--- config.mk ---
export PLATFORM = sky130hd
export DESIGN_NAME = fifo_wr_arbiter
export DESIGN_NICKNAME = d
export VERILOG_FILES = /design/src/rtl/fifo_wr_arbiter.sv
export SDC_FILE = /design/constraint.sdc
export NUM_CORES = 1
export LEC_CHECK = 0
export ABC_AREA = 0
export BUFFER_PORTS_ARGS = -buffer_cell sky130_fd_sc_hd__buf_2
export CORE_ASPECT_RATIO = 0.9
export CORE_UTILIZATION = 25
export DETAILED_ROUTE_END_ITERATION = 10
export PLACE_DENSITY_LB_ADDON = 0.3
export RECOVER_POWER = 100
export SYNTH_ARGS = -nofsm -noshare
export SYNTH_HDL_FRONTEND = slang
export SYNTH_SLANG_ARGS = --single-unit
export TNS_END_PERCENT = 5
--- constraint.sdc ---
create_clock -name clk -period 2.4 [get_ports clk]
set_clock_uncertainty 0.05 [all_clocks]
set_input_delay 0.12 -clock clk [delete_from_list [all_inputs] [get_ports clk]]
set_output_delay 0.12 -clock clk [all_outputs]
set_load 0.05 [all_outputs]
--- src/rtl/fifo_wr_arbiter.sv ---
// Round-robin write-port arbiter: grants one requester at a time for a burst of up to
// MAX_BURST beats and forwards its beats to a shared FIFO write port under w_full backpressure.
module fifo_wr_arbiter #(
    parameter int N_REQ     = 4,
    parameter int SIZE      = 4,
    parameter int MAX_BURST = 4,
    localparam int ID_W     = (N_REQ > 1) ? $clog2(N_REQ) : 1,
    localparam int BCNT_W   = $clog2(MAX_BURST + 1)
) (
    input  logic                  clk,
    input  logic                  rst,
    input  logic [N_REQ-1:0]      req_valid,
    input  logic [N_REQ*SIZE-1:0] req_data,
    output logic [N_REQ-1:0]      req_ready,
    input  logic                  w_full,
    output logic                  w_en,
    output logic [SIZE-1:0]       w_data,
    output logic [ID_W-1:0]       grant_id,
    output logic                  busy
);

    typedef enum logic {
        IDLE = 1'b0,
        XFER = 1'b1
    } state_t;

    state_t            state, state_nxt;
    logic [ID_W-1:0]   rr_ptr;
    logic [ID_W-1:0]   sel_id;
    logic [ID_W-1:0]   next_ptr;
    logic [ID_W:0]     scan_idx;
    logic              sel_found;
    logic [BCNT_W-1:0] beat_cnt;
    logic              g_valid;
    logic              beat;
    logic              last_beat;
    logic              release_grant;
    logic [SIZE-1:0]   slice [N_REQ];

    for (genvar i = 0; i < N_REQ; i++) begin : g_slice
        assign slice[i] = req_data[i*SIZE +: SIZE];
    end

    // First valid requester at or after rr_ptr, wrapping modulo N_REQ.
    always_comb begin
        sel_found = 1'b0;
        sel_id    = '0;
        scan_idx  = '0;
        for (int k = 0; k < N_REQ; k++) begin
            scan_idx = {1'b0, rr_ptr} + (ID_W+1)'(k);
            if (scan_idx >= (ID_W+1)'(N_REQ))
                scan_idx = scan_idx - (ID_W+1)'(N_REQ);
            if (!sel_found && req_valid[scan_idx[ID_W-1:0]]) begin
                sel_found = 1'b1;
                sel_id    = scan_idx[ID_W-1:0];
            end
        end
    end

    assign g_valid       = req_valid[grant_id];
    assign beat          = (state == XFER) && g_valid && !w_full;
    assign last_beat     = beat && ((beat_cnt + BCNT_W'(1)) == BCNT_W'(MAX_BURST));
    assign release_grant = (state == XFER) && (!g_valid || last_beat);
    assign next_ptr      = (grant_id == ID_W'(N_REQ - 1)) ? '0 : grant_id + ID_W'(1);
    assign busy          = (state == XFER);

    always_comb begin
        state_nxt = state;
        req_ready = '0;
        w_en      = 1'b0;
        w_data    = '0;
        case (state)
            IDLE: begin
                if (sel_found)
                    state_nxt = XFER;
            end
            XFER: begin
                req_ready[grant_id] = ~w_full;
                w_en                = beat;
                if (beat)
                    w_data = slice[grant_id];
                if (release_grant)
                    state_nxt = IDLE;
            end
            default: state_nxt = IDLE;
        endcase
    end

    always_ff @(posedge clk or posedge rst) begin
        if (rst)
            state <= IDLE;
        else
            state <= state_nxt;
    end

    // Grant bookkeeping; a stalled beat (w_full) leaves beat_cnt untouched.
    always_ff @(posedge clk or posedge rst) begin
        if (rst) begin
            rr_ptr   <= '0;
            grant_id <= '0;
            beat_cnt <= '0;
        end else begin
            if (state == IDLE && sel_found) begin
                grant_id <= sel_id;
                beat_cnt <= '0;
            end
            if (beat)
                beat_cnt <= beat_cnt + BCNT_W'(1);
            if (release_grant)
                rr_ptr <= next_ptr;
        end
    end

endmodule

* Yosys cells after proc, flatten, opt, wreduce, memory -nomap -nowiden
Index checks and enable logic that the tools add are counted.
Storage, ports and cells: register bits after elaboration 8
Cells by class: $add $sub $neg 9, bitwise logic cells 4, equality and inequality tests 2, mux-type cells 37, order comparisons 11, reduce and logical (&&, ||, !) cells 16
Operators with widths (count):
- $mux 4 | 5
- $mux 2 | 9
- $lt 2x3->1 const B | 5
- $mux 1 | 13
- $ge 3x3->1 const B | 4
- $bmux 1 s2 | 5
- $logic_and 1x1->1 | 9
- $bmux 4 s2 | 1
- $sub 2x1->2 const B | 4
- $add 2x2->3 const B | 2
- $mux 3 | 2
- $logic_not 1->1 | 5
- $and 4x4->4 | 1
- $add 2x1->3 const B | 1
- $add 3x1->3 const B | 1
- $eq 3x3->1 const B | 1
- $ge 2x3->1 const B | 1
- $not 2->3 | 1
- $add 2x1->2 const B | 1
- $demux 1 s2 | 1
- $eq 2x2->1 const B | 1
- $ge 2x1->1 const B | 1
- $not 1->1 | 2
- $pmux 1 s2 | 1
- other kinds (2) | 2

* Longest topological paths before layout
Gate-level depths: netlist (run 1).
depth in word-level cells 17, depth in mapped cells 5

* Least setup slack after synthesis (run 1)
No wires, ideal clock.
kind register -> register, start register grant_id[0], end register rr_ptr[0], slack 295 ps, required time 2222 ps, data arrival time 1927 ps, buffers on the path 1, setup time 128 ps, stages on the path, launching flop included 5, path through dfrtp_1 -> buf_6 -> mux4_2 -> a21boi_2 -> mux2_1
On the way: longest elaborated chain between the ends 7, elaborated cells on any way between the ends 11, those cells by class 1 x add/sub; 1 x eq/ne; 3 x mux; 6 x reduce/logical
RTL lines:
- from (decl) | line 18 | output logic [ID_W-1:0] grant_id,
- from (signal assigned) | line 104 | grant_id <= sel_id;
- $bmux 1 s2 | line 60 | assign g_valid = req_valid[grant_id];
- $mux 1 (implied by the code) | line 60
- $logic_and 1x1->1 (2 in series) | line 61 | assign beat = (state == XFER) && g_valid && !w_full;
- $logic_and 1x1->1 | line 62 | assign last_beat = beat && ((beat_cnt + BCNT_W'(1)) == BCNT_W'(MAX_BURST));
- $logic_or 1x1->1 | line 63 | assign release_grant = (state == XFER) && (!g_valid || last_beat);
- $logic_and 1x1->1 | line 63
- to (signal assigned) | line 110 | rr_ptr <= next_ptr;
- to (decl) | line 28 | logic [ID_W-1:0] rr_ptr;
Several ways; a longest one is shown, not always the timed one. The select of a mux whose other input is x is not followed. A chain may end at the register's enable or synchronous reset.

* Worst setup path after layout (run 1)
start register state, in the netlist busy, end output port w_en
On the way: longest elaborated chain between the ends 3
RTL lines:
- from (decl) | line 27 | state_t state, state_nxt;
- from (signal assigned) | line 93 | state <= state_nxt;
- $logic_and 1x1->1 (2 in series) | line 61
- $mux 1 (*) | line 72 | case (state)
- to (decl) | line 16 | output logic w_en,
Mark *: on every way between the ends. The rest lies on a longest branch, timed or not.

==> results of run 1 <==
through the flow:
step           setup WS (ns)  cells
6_report               0.405    133
2_1_floorplan          0.295     69
5_1_grt                0.243    133
3_5_place_dp           0.715    129
4_1_cts                0.497    133
3_3_place_gp           0.758    129
tightest hold or removal path: stages:
cell	delay (ns)
buf_2	0.10
nor4_1	0.06
nand2_1	0.06
mux2i_1	0.06
per-layer routing:
metal / vias up / GRT usage (%) / share of wire [%]
met3: 0 / 1.24 / 5.5
li1: 323 / - / -
met1: 280 / 12.0 / 45
met2: 20 / 20.4 / 49
met4: 0 / 4.07 / 0
met5: - / 0 / 0
state kept, by name (all words and copies together), names as in the netlist:
name and count:
beat_cnt 3, busy 1, grant_id 2, rr_ptr 2
worst paths after layout:
kind / endpoint / slack (ns)
max: w_en / 0.41
min: beat_cnt[1] / 0.14
max reg2reg: rr_ptr[1] / 0.60
min reg2reg: beat_cnt[2] / 0.45
max in group asynchronous: rr_ptr[0] / 1.76
min in group asynchronous: beat_cnt[0] / 0.30
synthesized netlist by cell type (all sizes together):
master / count / share of area (%)
o31ai: 1 / 1.1
nor2b: 1 / 0.91
o22ai: 2 / 1.8
a21oi: 2 / 1.5
a21boi: 1 / 1.6
clkbuf: 2 / 1.1
o21ai: 3 / 2.2
o221ai: 1 / 1.3
nor2: 1 / 0.55
nand2: 5 / 2.7
nand3: 3 / 2.2
o21a: 1 / 1.1
dfrtp: 8 / 29
and2: 4 / 3.6
nand2b: 2 / 1.8
mux2: 2 / 3.3
mux4: 5 / 16
or2: 1 / 0.91
nor3b: 1 / 1.1
mux2i: 2 / 2.9
ha: 6 / 11
a21o: 1 / 1.1
and3: 4 / 3.6
nor4: 1 / 0.91
buf: 1 / 1.6
inv: 8 / 4.4
cells by family after synthesis:
group | Yosys count | synth area share [%]
compound gates | 12 | 11.7
fa+ha+maj | 6 | 10.9
buf+inv | 11 | 7.12
flops | 8 | 29.2
mux | 9 | 22.6
simple gates | 23 | 18.4
power by group:
group	leakage (nW)	internal (W)	switching (W)
logic	0.336	0.000236	0.000404
registers	0.100	0.000195	0.0000804
clock network	0.0138	0.0000570	0.0000429
area by class of cell:
cell class | instances | area [sq um]
Fill cell | 273 | 1640
Multi-Input combinational cell | 50 | 433
Sequential cell | 8 | 200
Timing Repair Buffer | 36 | 174
Tap cell | 28 | 35.0
Inverter | 8 | 30.0
Clock buffer | 3 | 22.5
repair_timing:
action / in CTS / in global routing
hold endpoints to repair: 8 / 0
setup buffers: 0 / 0
hold buffers: 1 / 0
setup endpoints to repair: 0 / 0
==> flow_summary.toml, run 1 <==
[global_route]
grt_pass1_wl_um = 2500
antenna_found_initial = 0
grt_max_degree = 11
grt_pass1_vias = 632
overflow = 0
grt_use_total_pct = 10.6

[drt]
avgViaCountPerCell = 4.68
routed_wl_um = 1510
wl_per_cell_um = 11.3
ant_nets = 0
first_pass_iters = 7
drc = 5
first_iter_violations = 28
vias = 623

[sta]
worstMarginPinSlew_ns = 0.597
finalSetupTns_ns = 0
fin_hold_ws_ns = 0.143
final.period_utilization_pct = 83.1
fmax_mhz = 501
slew_viol_final = 0
maxSlewHeadroom_pct = 60.4
finalHoldViolCount = 0
rsz0062_at_grt = "no"
setup_violations = 0
period_minus_slack_ns = 1.99

[cts]
cts_tree = "built"
numCtsBuffers = 3
cts_buffer_depth = 2
cts_root_buf = "clkbuf_4"
cts.reportedPaths.clkPinSlew_ns = 0.05
cts_resized = 0
ctsHtreeMaxLevel = 1
cts_num_sinks = 8
clk_latency_ns = 0.25

[worst_hold_path]
holdPathStages = 4
min_from = "req_valid[2]"
hold_class = "primary input to flip-flop"

[logic_synthesis]
ys_types = 26
avgSynthCellArea_sq_um = 9.94
synth_seq_area_share_pct = 29.2
synthCells = 69
ys_seq_elements = 8
ys.warnings.count = 0
syn_nets = 98
netlist_area_sq_um = 686

[floorplan]
fp.dieH_um = 51.7
fp-row-count = 17
die_w_um = 57.2
core_sq_um = 2530
fp.dieArea_sq_um = 2960
ios = 35
start_util_pct = 27.1

[worst_setup_path]
cp_max_fo = 9
cp_top_family = "simple AND/OR/NAND/NOR gates"
required_ns = 2.23
cp-end-kind = "output port"
cp_num_buf_inv = 2
cp.depth = 4
arrival_ns = 1.82
crit_chain = "nor2b_1 > nand2_1 > inv_1 > clkbuf_1"
critical_path_class = "flip-flop to output port"
r2r_start = "grant_id[1]"
worst_setup_path_start_kind = "flip-flop"
rr_worst_depth = 3
critPathLaunch = "busy"
cp_slowest_cell = "clkbuf_1"
cpPeakStageDelay_ns = 0.46

[layout]
antenna_cells = 0
final_cell_mix = "23 x buf_2, 11 x clkbuf_1, 8 x inv_1, 8 x dfrtp_1, 6 x ha_1"
syn2layout_area_growth_pct = 30.5
drive_above_1_share_pct = 31.4
final_core_util_pct = 35.3
design_area_sq_um = 895
nets = 136
final_common_cell = "buf_2"

[power]
p_leak_nw = 0.450
p_total_w = 0.00101
peakVddDrop_mv = 0.207
power_density_nw_per_um2 = 1130

[placement]
gp_congestion = 0.690
dpl_cell_area_sq_um = 880
place_hpwl_um = 1240
io_buffers = 34

[status]
violations = "design-rule violations"
status = "finished with violations"

[job]
maxCapViolCount = 0
Note: power is estimated with default switching activity, not from simulation.
==> inputs of run 2 (changes only) <==
- ABC_AREA: 0 -> 1
- clock period: 2.4 -> 1.86 ns (I/O delays scaled with it)
==> flow_summary.toml, run 2 <==
[worst_setup_path]
cp_num_buf_inv = 2
endpoint = "w_data[3]"
cp_slowest_cell = "dfrtp_2"
worst_setup_path_start_kind = "flip-flop"
cpPeakStageDelay_ns = 0.46
rr_endpoint = "grant_id[1]"
cp_top_family = "flip-flops"
critical_path_class = "flip-flop to output port"
crit_chain = "inv_1 > nor2_1 > o21ai_2 > nand2_4 > a21oi_2 > buf_2"
r2r_start = "rr_ptr[0]"
arrival_ns = 1.60
cp.depth = 6
rr_worst_depth = 9
critPathLaunch = "grant_id[0]"
reg2reg_slack_ns = 0.21
required_ns = 1.72
cp-end-kind = "output port"
cp_max_fo = 10

[logic_synthesis]
synth_top_area_share_pct = 21.8
synthArstFlopShare_pct = 100
yosysMostFrequentCell = "nand2_1"
synth_seq_area_share_pct = 21.8
synth_area_leader_cell = "dfrtp_1"
ys_top_cells_by_count = "46 x nand2_1, 25 x nor2_1, 19 x inv_1"
synth_edf_count = 0
ys_types = 23
avgSynthCellArea_sq_um = 5.99
syn_nets = 182
ys.warnings.count = 0
synth_top_cells_by_area = "dfrtp_1 22%, nand2_1 19%, nor2_1 10%, ha_1 8.2%, inv_1 7.8%"
netlist_area_sq_um = 917
ys.flop_type = "dfrtp_1"
ys_seq_elements = 8
synthCells = 153

[cts]
ctsHtreeMaxLevel = 1
cts.reportedPaths.clkPinSlew_ns = 0.04
numCtsBuffers = 3
cts_num_sinks = 8
cts_root_buf = "clkbuf_8"
cts_buffer_depth = 2
clk_latency_ns = 0.23
cts_tree = "built"

[power]
p_switching_w = 0.00119
power_density_nw_per_um2 = 1690
p_leak_nw = 0.686
combPwrFrac_pct = 70.9
p_total_w = 0.00203
pwr-share-seq_pct = 18.8
netSwitchingFraction_pct = 58.8
peakVddDrop_mv = 0.577
p_int_w = 0.000836
clock_power_share_pct = 10.4

[status]
status = "finished, final reports clean"

[sta]
final.period_utilization_pct = 93.7
fmax_mhz = 574
slew_viol_final = 0
finalHoldViolCount = 0
worstMarginPinSlew_ns = 0.593
fin_hold_ws_ns = 0.280
rsz0062_at_grt = "no"
period_minus_slack_ns = 1.74
setup_violations = 0
maxSlewHeadroom_pct = 60.6

[layout]
final_cell_mix = "46 x nand2_1, 24 x nor2_1, 23 x buf_2, 18 x inv_1"
drive_above_1_share_pct = 30.5
antenna_cells = 0
top_regs = "beat_cnt: 3 flops, grant_id: 2 flops, rr_ptr: 2 flops"
final_core_util_pct = 35.0
nets = 221
largest_reg_flops = 3
final_common_cell = "nand2_1"
largest_register = "beat_cnt"
syn2layout_area_growth_pct = 30.8

[drt]
ant_nets = 0
first_iter_violations = 53
avgViaCountPerCell = 4.33
first_pass_iters = 4
drc = 0
routed_wl_um = 2210
vias = 1014
wl_per_cell_um = 9.44

[worst_hold_path]
hold_class = "primary input to flip-flop"

[global_route]
overflow = 0
antenna_found_initial = 0
grt_use_total_pct = 13.1
grt_max_degree = 12
grt_pass1_wl_um = 3930
grt_pass1_vias = 957

[placement]
place_hpwl_um = 1740
io_buffers = 34
gp_congestion = 0.863

[floorplan]
start_util_pct = 26.8
core_sq_um = 3430
ios = 35
fp.dieArea_sq_um = 3920
fp-row-count = 20
fp.dieH_um = 59.5
die_w_um = 65.8

[job]
maxCapViolCount = 0
run 2: layer usage:
metal	vias to the layer above	global-route usage, %	wire [um]
met3	5	2.50	122
li1	548	-	-
met2	29	22.2	989
met5	-	0	0
met1	432	16.1	1060
met4	0	5.59	39
run 2: cell families after synthesis:
| group | count (synthesis) | share of synthesized area (%) |
|---|---|---|
| AO/OA/AOI/OAI | 18 | 10.4 |
| adder cells (fa/ha/maj) | 6 | 8.19 |
| buffers and inverters | 25 | 12.3 |
| AND/OR/NAND/NOR | 96 | 47.3 |
| flip-flops | 8 | 21.8 |
run 2: cell type report:
cell class                      instances  area [sq um]
Clock buffer                            3          41.3
Timing Repair Buffer                   37           199
Multi-Input combinational cell        120           612
Tap cell                               44          55.1
Fill cell                             368          2230
Inverter                               22          90.1
Sequential cell                         8           203
run 2: power by group through the flow:
stage	registers (W)	clock network [W]	logic, W
floorplan	0.000427	0	0.00113
detailed placement	0.000377	0	0.00147
finish	0.000381	0.000211	0.00144
global placement	0.000380	0	0.00147
global route	0.000404	0.000226	0.00166
CTS	0.000378	0.000217	0.00148
run 2: how the worst min path moves through the flow:
stage	start	to	depth (start not counted)
2_1_floorplan	rst	beat_cnt[0]	1
3_3_place_gp	rst	beat_cnt[2]	2
3_5_place_dp	rst	busy	2
4_1_cts	w_full	busy	5
5_1_grt	rst	rr_ptr[1]	3
6_report	w_full	busy	5
run 2: worst register-to-register path: cells and delay by family (launching register included):
family	cells	cell delay [ns]
buffers and inverters	1	0.04
flip-flops	1	0.58
AND/OR/NAND/NOR	8	0.86
run 2: metrics by stage:
step	instances	setup TNS, ns	setup WS, ns	cell area, sq um
final	234	0	0.117	1200
after detailed placement	230	0	0.257	1150
after floorplan	153	-0.732	-0.168	935
after global placement	230	0	0.242	1150
after global routing	234	0	0.0247	1200
after CTS	234	0	0.0400	1200
run 2: what timing repair did:
item | 4_1_cts | 5_1_grt
resized for setup | 1 | 7
hold endpoints to repair | 8 | 0
setup endpoints to repair | 1 | 5
setup buffers | 0 | 0
hold buffers | 1 | 0
==> inputs of run 3 (changes only) <==
- BUFFER_PORTS_ARGS: -buffer_cell sky130_fd_sc_hd__buf_2 -> unset
- DONT_BUFFER_PORTS: unset -> 1
==> flow_summary.toml, run 3 (synthesized netlist as in run 2, its figures left out) <==
[global_route]
grt_pass1_vias = 864
grt_max_degree = 12
grt_use_total_pct = 11.8
antenna_found_initial = 0
overflow = 0
grt_pass1_wl_um = 3590

[power]
p_leak_nw = 0.627
power_density_nw_per_um2 = 1800
p_total_w = 0.00209
peakVddDrop_mv = 0.634

[worst_setup_path]
cp-end-kind = "output port"
cp_slowest_cell = "dfrtp_1"
critPathLaunch = "grant_id[0]"
worst_setup_path_start_kind = "flip-flop"
arrival_ns = 1.58
cp_max_fo = 11
crit_chain = "inv_1 > clkbuf_2 > ha_1 > inv_1 > nor2_1 > clkbuf_2"
rr_endpoint = "grant_id[1]"
cp_top_family = "buffers and inverters"
r2r_start = "rr_ptr[0]"
cpPeakStageDelay_ns = 0.42
rr_worst_depth = 9
endpoint = "req_ready[0]"
cp.depth = 6
critical_path_class = "flip-flop to output port"
reg2reg_slack_ns = 0.22
cp_num_buf_inv = 4
required_ns = 1.72

[cts]
cts_root_buf = "clkbuf_8"
ctsHtreeMaxLevel = 1
cts.reportedPaths.clkPinSlew_ns = 0.04
cts_num_sinks = 8
numCtsBuffers = 3
cts_tree = "built"
clk_latency_ns = 0.22
cts_buffer_depth = 2
cts_resized = 0

[layout]
final_cell_mix = "47 x nand2_1, 24 x nor2_1, 19 x inv_1, 11 x nand3_1, 11 x o21ai_0"
syn2layout_area_growth_pct = 26.7
largest_register = "beat_cnt"
top_regs = "beat_cnt: 3 flops, grant_id: 2 flops, rr_ptr: 2 flops"
antenna_cells = 0
final_core_util_pct = 33.9
drive_above_1_share_pct = 20.2
final_common_cell = "nand2_1"
largest_reg_flops = 3
nets = 199

[drt]
first_pass_iters = 4
wl_per_cell_um = 9.97
routed_wl_um = 2110
ant_nets = 0
vias = 950
avgViaCountPerCell = 4.48
drc = 0
first_iter_violations = 41

[floorplan]
fp.dieH_um = 59.5
ios = 35
die_w_um = 65.8
fp-row-count = 20
core_sq_um = 3430
start_util_pct = 26.8
fp.dieArea_sq_um = 3920

[sta]
worstMarginPinSlew_ns = 0.649
period_minus_slack_ns = 1.72
finalHoldViolCount = 0
final.period_utilization_pct = 92.7
rsz0062_at_grt = "no"
fin_ws_ns = 0.136
setup_violations = 0
maxSlewHeadroom_pct = 56.8
slew_viol_final = 0
fmax_mhz = 580

[placement]
dpl_worst_slack_ns = 0.283
gp_congestion = 0.835
place_hpwl_um = 1790
io_buffers = 0

[status]
status = "finished, final reports clean"

[worst_hold_path]
holdPathStages = 4
hold_class = "primary input to flip-flop"

[job]
maxCapViolCount = 0
[run 3: changes by cell type in the layout (fill, tap and decap cells not counted), sizes merged]
cell,previous run,this run
buf,25,8
clkbuf,14,9
[run 3: metal layers]
| layer | share of wire [%] | track usage, % |
|---|---|---|
| met1 | 47 | 14.5 |
| met2 | 46 | 20.0 |
| met3 | 5.3 | 2.12 |
| met4 | 1.3 | 5.28 |
| met5 | 0 | 0 |
[run 3: final cells by class]
class	instances	area, sq um
well taps	44	55.1
flip-flops and latches	8	200
repair buffers	15	161
clock buffers	3	41.3
inverters	22	90.1
fillers	371	2270
multi-input cells	120	614
[run 3: worst min path at each step]
| stage | from | end | slack (ns) |
|---|---|---|---|
| after global routing | w_full | busy | 0.21 |
| after global placement | rst | beat_cnt[2] | -0.1 |
| after detailed placement | rst | beat_cnt[2] | -0.10 |
| after floorplan | rst | beat_cnt[0] | -0.14 |
| final | w_full | busy | 0.19 |
| after CTS | w_full | busy | 0.18 |
[run 3: repair_timing]
item / CTS / global route
setup endpoints to repair: 0 / 0
endpoints found under the hold margin: 8 / 0
setup buffers: 0 / 0
hold buffers: 1 / 0
[run 3: metrics by stage]
stage	setup TNS, ns	cells	hold WS (ns)	area, sq um
after global placement	0	208	-0.0977	1130
final	0	212	0.186	1160
after detailed placement	0	208	-0.102	1130
after global routing	0	212	0.205	1160
after floorplan	-0.732	153	-0.141	935
after CTS	0	212	0.177	1190
[run 3: report_power, final]
group | switching, W | leakage [nW] | internal, W | total [W]
combinational | 0.00104 | 0.504 | 0.000506 | 0.00155
sequential | 0.0000924 | 0.102 | 0.000248 | 0.000340
clock | 0.0000602 | 0.0216 | 0.000139 | 0.000200
[run 3: worst min-delay path: stages]
cell and delay (ns):
nor2_1 0.06, nand2_1 0.06, nand2_1 0.06, o21ai_0 0.14
